File: src/rtl/dmem_responder.sv
// dmem_responder: handshaked data-memory slave that holds each request
// for WAIT_CYCLES wait states before answering on a valid/ready channel.
module dmem_responder #(
    parameter int A_BITS      = 8,
    parameter int D_BITS      = 16,
    parameter int DEPTH       = 256,
    parameter int WAIT_CYCLES = 2
) (
    input  logic              clk,
    input  logic              rst,
    input  logic              req_valid,
    output logic              req_ready,
    input  logic              req_write,
    input  logic [A_BITS-1:0] req_addr,
    input  logic [D_BITS-1:0] req_wdata,
    output logic              resp_valid,
    input  logic              resp_ready,
    output logic [D_BITS-1:0] resp_rdata,
    output logic              resp_err,
    output logic              busy
);

    if (WAIT_CYCLES < 0 || WAIT_CYCLES > 15) begin : g_bad_wait
        $error("dmem_responder: WAIT_CYCLES must be in 0..15");
    end
    if (DEPTH < 1 || DEPTH > (1 << A_BITS)) begin : g_bad_depth
        $error("dmem_responder: DEPTH must be in 1..2**A_BITS");
    end

    typedef enum logic [1:0] {IDLE, WAIT, RESP} state_e;

    localparam int              IW      = (DEPTH > 1) ? $clog2(DEPTH) : 1;
    localparam logic [A_BITS:0] DEPTH_W = (A_BITS + 1)'(DEPTH);
    localparam logic [3:0]      WAIT_W  = 4'(WAIT_CYCLES);

    state_e            state_q;
    logic [3:0]        cnt_q;
    logic              write_q;
    logic [A_BITS-1:0] addr_q;
    logic [D_BITS-1:0] wdata_q;
    logic              ready_q;
    logic              valid_q;
    logic [D_BITS-1:0] rdata_q;
    logic              err_q;

    logic [D_BITS-1:0] mem_q [DEPTH];

    logic              accept;
    logic              enter_resp;
    logic              commit;
    logic              acc_write;
    logic [A_BITS-1:0] acc_addr;
    logic [D_BITS-1:0] acc_wdata;
    logic              in_range;
    logic [IW-1:0]     acc_idx;
    logic [D_BITS-1:0] rdata_d;

    // With zero wait states the access happens on the acceptance edge,
    // so the live request is used instead of the latched copy.
    assign accept     = (state_q == IDLE) && req_valid;
    assign acc_write  = (state_q == IDLE) ? req_write : write_q;
    assign acc_addr   = (state_q == IDLE) ? req_addr  : addr_q;
    assign acc_wdata  = (state_q == IDLE) ? req_wdata : wdata_q;
    assign enter_resp = ((state_q == WAIT) && (cnt_q == 4'd1))
                      || (accept && (WAIT_CYCLES == 0));
    assign in_range   = {1'b0, acc_addr} < DEPTH_W;
    assign acc_idx    = acc_addr[IW-1:0];
    assign commit     = enter_resp && acc_write && in_range && !rst;
    assign rdata_d    = !in_range ? '0
                      : acc_write ? acc_wdata
                      : mem_q[acc_idx];

    always_ff @(posedge clk) begin
        if (commit) begin
            mem_q[acc_idx] <= acc_wdata;
        end
    end

    always_ff @(posedge clk or posedge rst) begin
        if (rst) begin
            state_q <= IDLE;
            cnt_q   <= 4'd0;
            write_q <= 1'b0;
            addr_q  <= '0;
            wdata_q <= '0;
            ready_q <= 1'b1;
            valid_q <= 1'b0;
            rdata_q <= '0;
            err_q   <= 1'b0;
        end else begin
            unique case (state_q)
                IDLE: begin
                    if (req_valid) begin
                        write_q <= req_write;
                        addr_q  <= req_addr;
                        wdata_q <= req_wdata;
                        cnt_q   <= WAIT_W;
                        ready_q <= 1'b0;
                        state_q <= WAIT;
                    end
                end
                WAIT: cnt_q <= cnt_q - 4'd1;
                RESP: begin
                    if (resp_ready) begin
                        state_q <= IDLE;
                        valid_q <= 1'b0;
                        ready_q <= 1'b1;
                    end
                end
                default: state_q <= IDLE;
            endcase
            if (enter_resp) begin
                state_q <= RESP;
                valid_q <= 1'b1;
                rdata_q <= rdata_d;
                err_q   <= !in_range;
            end
        end
    end

    assign req_ready  = ready_q;
    assign resp_valid = valid_q;
    assign resp_rdata = rdata_q;
    assign resp_err   = err_q;
    assign busy       = (state_q != IDLE);

endmodule

File: config.mk
export PLATFORM = sky130hd
export DESIGN_NAME = dmem_responder
export DESIGN_NICKNAME = d
export VERILOG_FILES = /design/src/rtl/dmem_responder.sv
export SDC_FILE = /design/constraint.sdc
export NUM_CORES = 2
export LEC_CHECK = 0
export BUFFER_PORTS_ARGS = -buffer_cell sky130_fd_sc_hd__buf_2
export CORE_MARGIN = 2
export CORE_UTILIZATION = 35
export DETAILED_ROUTE_END_ITERATION = 12
export SYNTH_ARGS = -nofsm -noshare
export SYNTH_HDL_FRONTEND = slang
export SYNTH_SLANG_ARGS = --single-unit
File: constraint.sdc
create_clock -name clk -period 15.1 [get_ports clk]
set_clock_uncertainty 0.15 [all_clocks]
set_input_delay 3.02 -clock clk [delete_from_list [all_inputs] [get_ports clk]]
set_output_delay 3.02 -clock clk [all_outputs]
set_load 0.05 [all_outputs]
==> key figures <==
Die
  – Initial core utilization: 0.352
  – Core Rows: 242
  – Core area: between 400000 and 500000 µm²
  – Die Height: 665 µm
  – IO Count: 49
  – Die Width: 665 µm
  – Die ar.: around 440000 µm²

Final layout
  – Cell Count, Final, Fillers Out: 14618
  – Sequential cell area: 124000 µm²
  – Area of the multi-input gates: 25900 µm²
  – Fill count: 38394
  – NumNets Final: 8546
  – Leading cell type in the layout, fill and taps excluded: edfxtp_1
  – Synth-to-layout area growth: 14.1%
  – Most frequent cells in the layout: 4096 x edfxtp_1, 944 x a22o_1, 944 x a221oi_1
  – Layout cell share with drive strength beyond 1: 0.129

Detailed routing
  – DRT Pass-1 Iters: 6
  – DR iter-0 viols: 12372
  – Total number of vias: approximately 87000
  – Via density: around 6.0
  – DR WL/cell: 30.6 µm
  – Final ANT Viol Nets: 0
  – Routed wire length: 447000 µm
  – DRC Markers: 0

Critical path
  – Reg2reg start: state_q[1]
  – Worst endpoint required time: approximately 16 ns
  – Critical-path top delay cell: a41oi_1
  – Worst endpoint data arrival time: 8.73 ns
  – Critical Path Start: req_addr[1]
  – Largest stage delay, worst path: 1.10 ns
  – Setup crit start kind: input port
  – Setup slack, reg-to-reg: 8.53 ns
  – CP Capture Point: resp_rdata[14]
  – Cell Chain, Critical Path: buf_2, or4b_1, o21ai_4, buf_4, buf_12, buf_12, a22o_1, a221oi_1, o22ai_1, o21ai_0, a41oi_1, nor4_1, a21oi_1
  – CP max FO: approximately 150
  – CP endpoint kind: flip-flop
  – Crit path kind: input port to flip-flop
  – Capture point of the worst reg-to-reg path: resp_rdata[14]
  – Worst reg2reg path depth: 12
  – Most used cell, CP: buf_12

Global routing
  – Largest net degree at the start of global routing: roughly 150
  – First-pass GRT wire length: 632000 µm
  – Initial antenna violation count: 21
  – Remaining global-route overflow: 0
  – GRT Total Usage: 0.194
  – Vias in the first global route: 84166

Power
  – Reg power frac: 0.402
  – Pint: ~24000 µW
  – P per Cell Area: 216 nW/µm²
  – Sw frac: 0.362
  – P_sw: 13600 µW
  – Total power draw: 37600 µW
  – Clock Power Share: 0.273
  – Comb power frac: 0.325
  – Maximum resistive drop on vdd: 263 µV
  – Lkg Pwr: 0.0540 µW

Clock tree
  – Clock Latency Late Sink: slightly above 1 ns
  – Longest Clk Path Bufs: 4
  – CTS Hold Bufs: 0
  – Setup Fix Bufs, Post-CTS: 0
  – Post-CTS sizing: 0
  – CTS sink cnt: 4145
  – Clock Tree Root: clkbuf_16
  – Cts bufs inserted: 416
  – H-tree Lvls: 5
  – Worst-path clk slew: 0.06 ns
  – CTS tree: done

Synthesis
  – Number of synthesized flops with an enable pin: 4096
  – Syn Inst Count: 8290
  – Seq/Total Area, Yosys: 0.812
  – Syn nets: 8321
  – Mapped Avg Cell Area: 18.4 µm²
  – Synth Register Bits: 4145
  – YS warnings: 0
  – Async SR Flop Fraction: 0.0118
  – Post-synth cell types: 55
  – Primary FF master, synth: edfxtp_1
  – Synthesized area: 153000 µm²

STA
  – Fin. Hold Viols: 0
  – Final WS setup: 7.14 ns
  – Rel. slew slack: 0.0495
  – RSZ-0062 raised after global routing: false
  – Tcrit/Tclk final: 0.527
  – TNS Setup: 0 ns
  – Worst-Margin Slew: 1.41 ns
  – Fmax: 126 MHz
  – Tmin final: between 7 and 8 ns
  – Finish-stage setup viols: 0
  – Hold Slack: 0.328 ns
  – Final slew viol count: 0

Placement
  – Post-DP HPWL: 250000 µm
  – Placed cell count: about 14000
  – DP Worst Slack: 6.23 ns
  – RD Place Congestion: 0.850
  – PortBufs: 47

Worst hold path
  – Worst hold-check path type: flip-flop to flip-flop

Outcome
  – Outcome: completed

Job
  – Max-Cap Viols: 0
worst max-delay path, delay by kind of cell:
kind	cells	cell delay, ns
and+or+nand+nor	2	0.69
AOI/OAI and AO/OA	7	2.43
buffers and inverters	4	2.11
cell families after synthesis:
group	after synthesis	synth area share
AO/OA/AOI/OAI	2982	0.153
XOR/XNOR	2	0.000115
adder cells (fa/ha/maj)	2	0.000164
buffers and inverters	670	0.0206
flip-flops	4145	0.812
multiplexers	3	0.000213
other	1	0.0000245
AND/OR/NAND/NOR	485	0.0133
cell type report:
class | instances | area share
diodes | 14 | 0.000201
multi-input cells | 3475 | 0.148
clock inverters | 270 | 0.0154
inverters | 11 | 0.000237
well taps | 5734 | 0.0411
clock buffers | 503 | 0.0623
flip-flops and latches | 4145 | 0.712
repair buffers | 466 | 0.0208
registers in the layout, indices dropped and copies added, names as in the netlist:
register	cells
mem_q	4096
state_q	2
wdata_q	16
cnt_q	4
resp_valid	1
write_q	1
req_ready	1
resp_rdata	16
addr_q	8
metal layers:
layer / GRT usage / vias to the layer above / share of wire
met5: 0 / - / 0.00021
met4: 0.0785 / 14 / 0.045
met3: 0.0343 / 814 / 0.095
met2: 0.313 / 4951 / 0.47
met1: 0.261 / 45566 / 0.39
li1: - / 36034 / -
cell usage after synthesis (3+ instances only):
| cell | instances | area, µm² |
|---|---|---|
| dfrtp_1 | 48 | 1200 |
| a41oi_1 | 56 | 490 |
| nor3b_1 | 7 | 52.6 |
| o41ai_1 | 12 | 105 |
| nand4_1 | 4 | 25.0 |
| nor2_1 | 266 | 998 |
| inv_1 | 11 | 41.3 |
| buf_6 | 12 | 135 |
| a22o_1 | 944 | 8270 |
| buf_1 | 56 | 210 |
| or3_1 | 4 | 25.0 |
| nor4_1 | 22 | 138 |
| buf_4 | 37 | 278 |
| nand3b_1 | 4 | 30.0 |
| a21oi_1 | 98 | 490 |
| o31ai_1 | 3 | 22.5 |
| buf_2 | 328 | 1640 |
| nand2b_1 | 16 | 100 |
| o21ai_1 | 5 | 25.0 |
| edfxtp_1 | 4096 | 123000 |
| a221oi_1 | 944 | 8270 |
| o21ai_0 | 258 | 1290 |
| a22oi_1 | 160 | 1200 |
| o22ai_1 | 482 | 3020 |
| nand2_1 | 142 | 533 |
| o21a_1 | 3 | 22.5 |
| nand3_1 | 10 | 50.1 |
| clkbuf_1 | 226 | 848 |
power by group through the flow:
stage,sequential [µW],clock (µW),combinational (µW)
6_report,15100,10300,12200
3_3_place_gp,15400,0,11900
4_1_cts,15100,10400,12100
3_5_place_dp,15400,0,12100
5_1_grt,15100,10800,12800
2_1_floorplan,16100,0,7000
worst min path at each step:
stage | to | from | cells after the start
after global placement | wdata_q[2] | wdata_q[2] | 2
after detailed placement | wdata_q[6] | wdata_q[6] | 2
final | wdata_q[6] | wdata_q[6] | 2
after floorplan | wdata_q[0] | wdata_q[0] | 2
after global routing | wdata_q[1] | wdata_q[1] | 2
after CTS | wdata_q[6] | wdata_q[6] | 2
metrics by stage:
step,utilization,instance area (µm²)
final,0.401,175000
after global routing,0.401,175000
after CTS,0.401,174000
after detailed placement,0.370,161000
after global placement,0.370,161000
after floorplan,-,153000
Power figures use the tool's default switching activity.
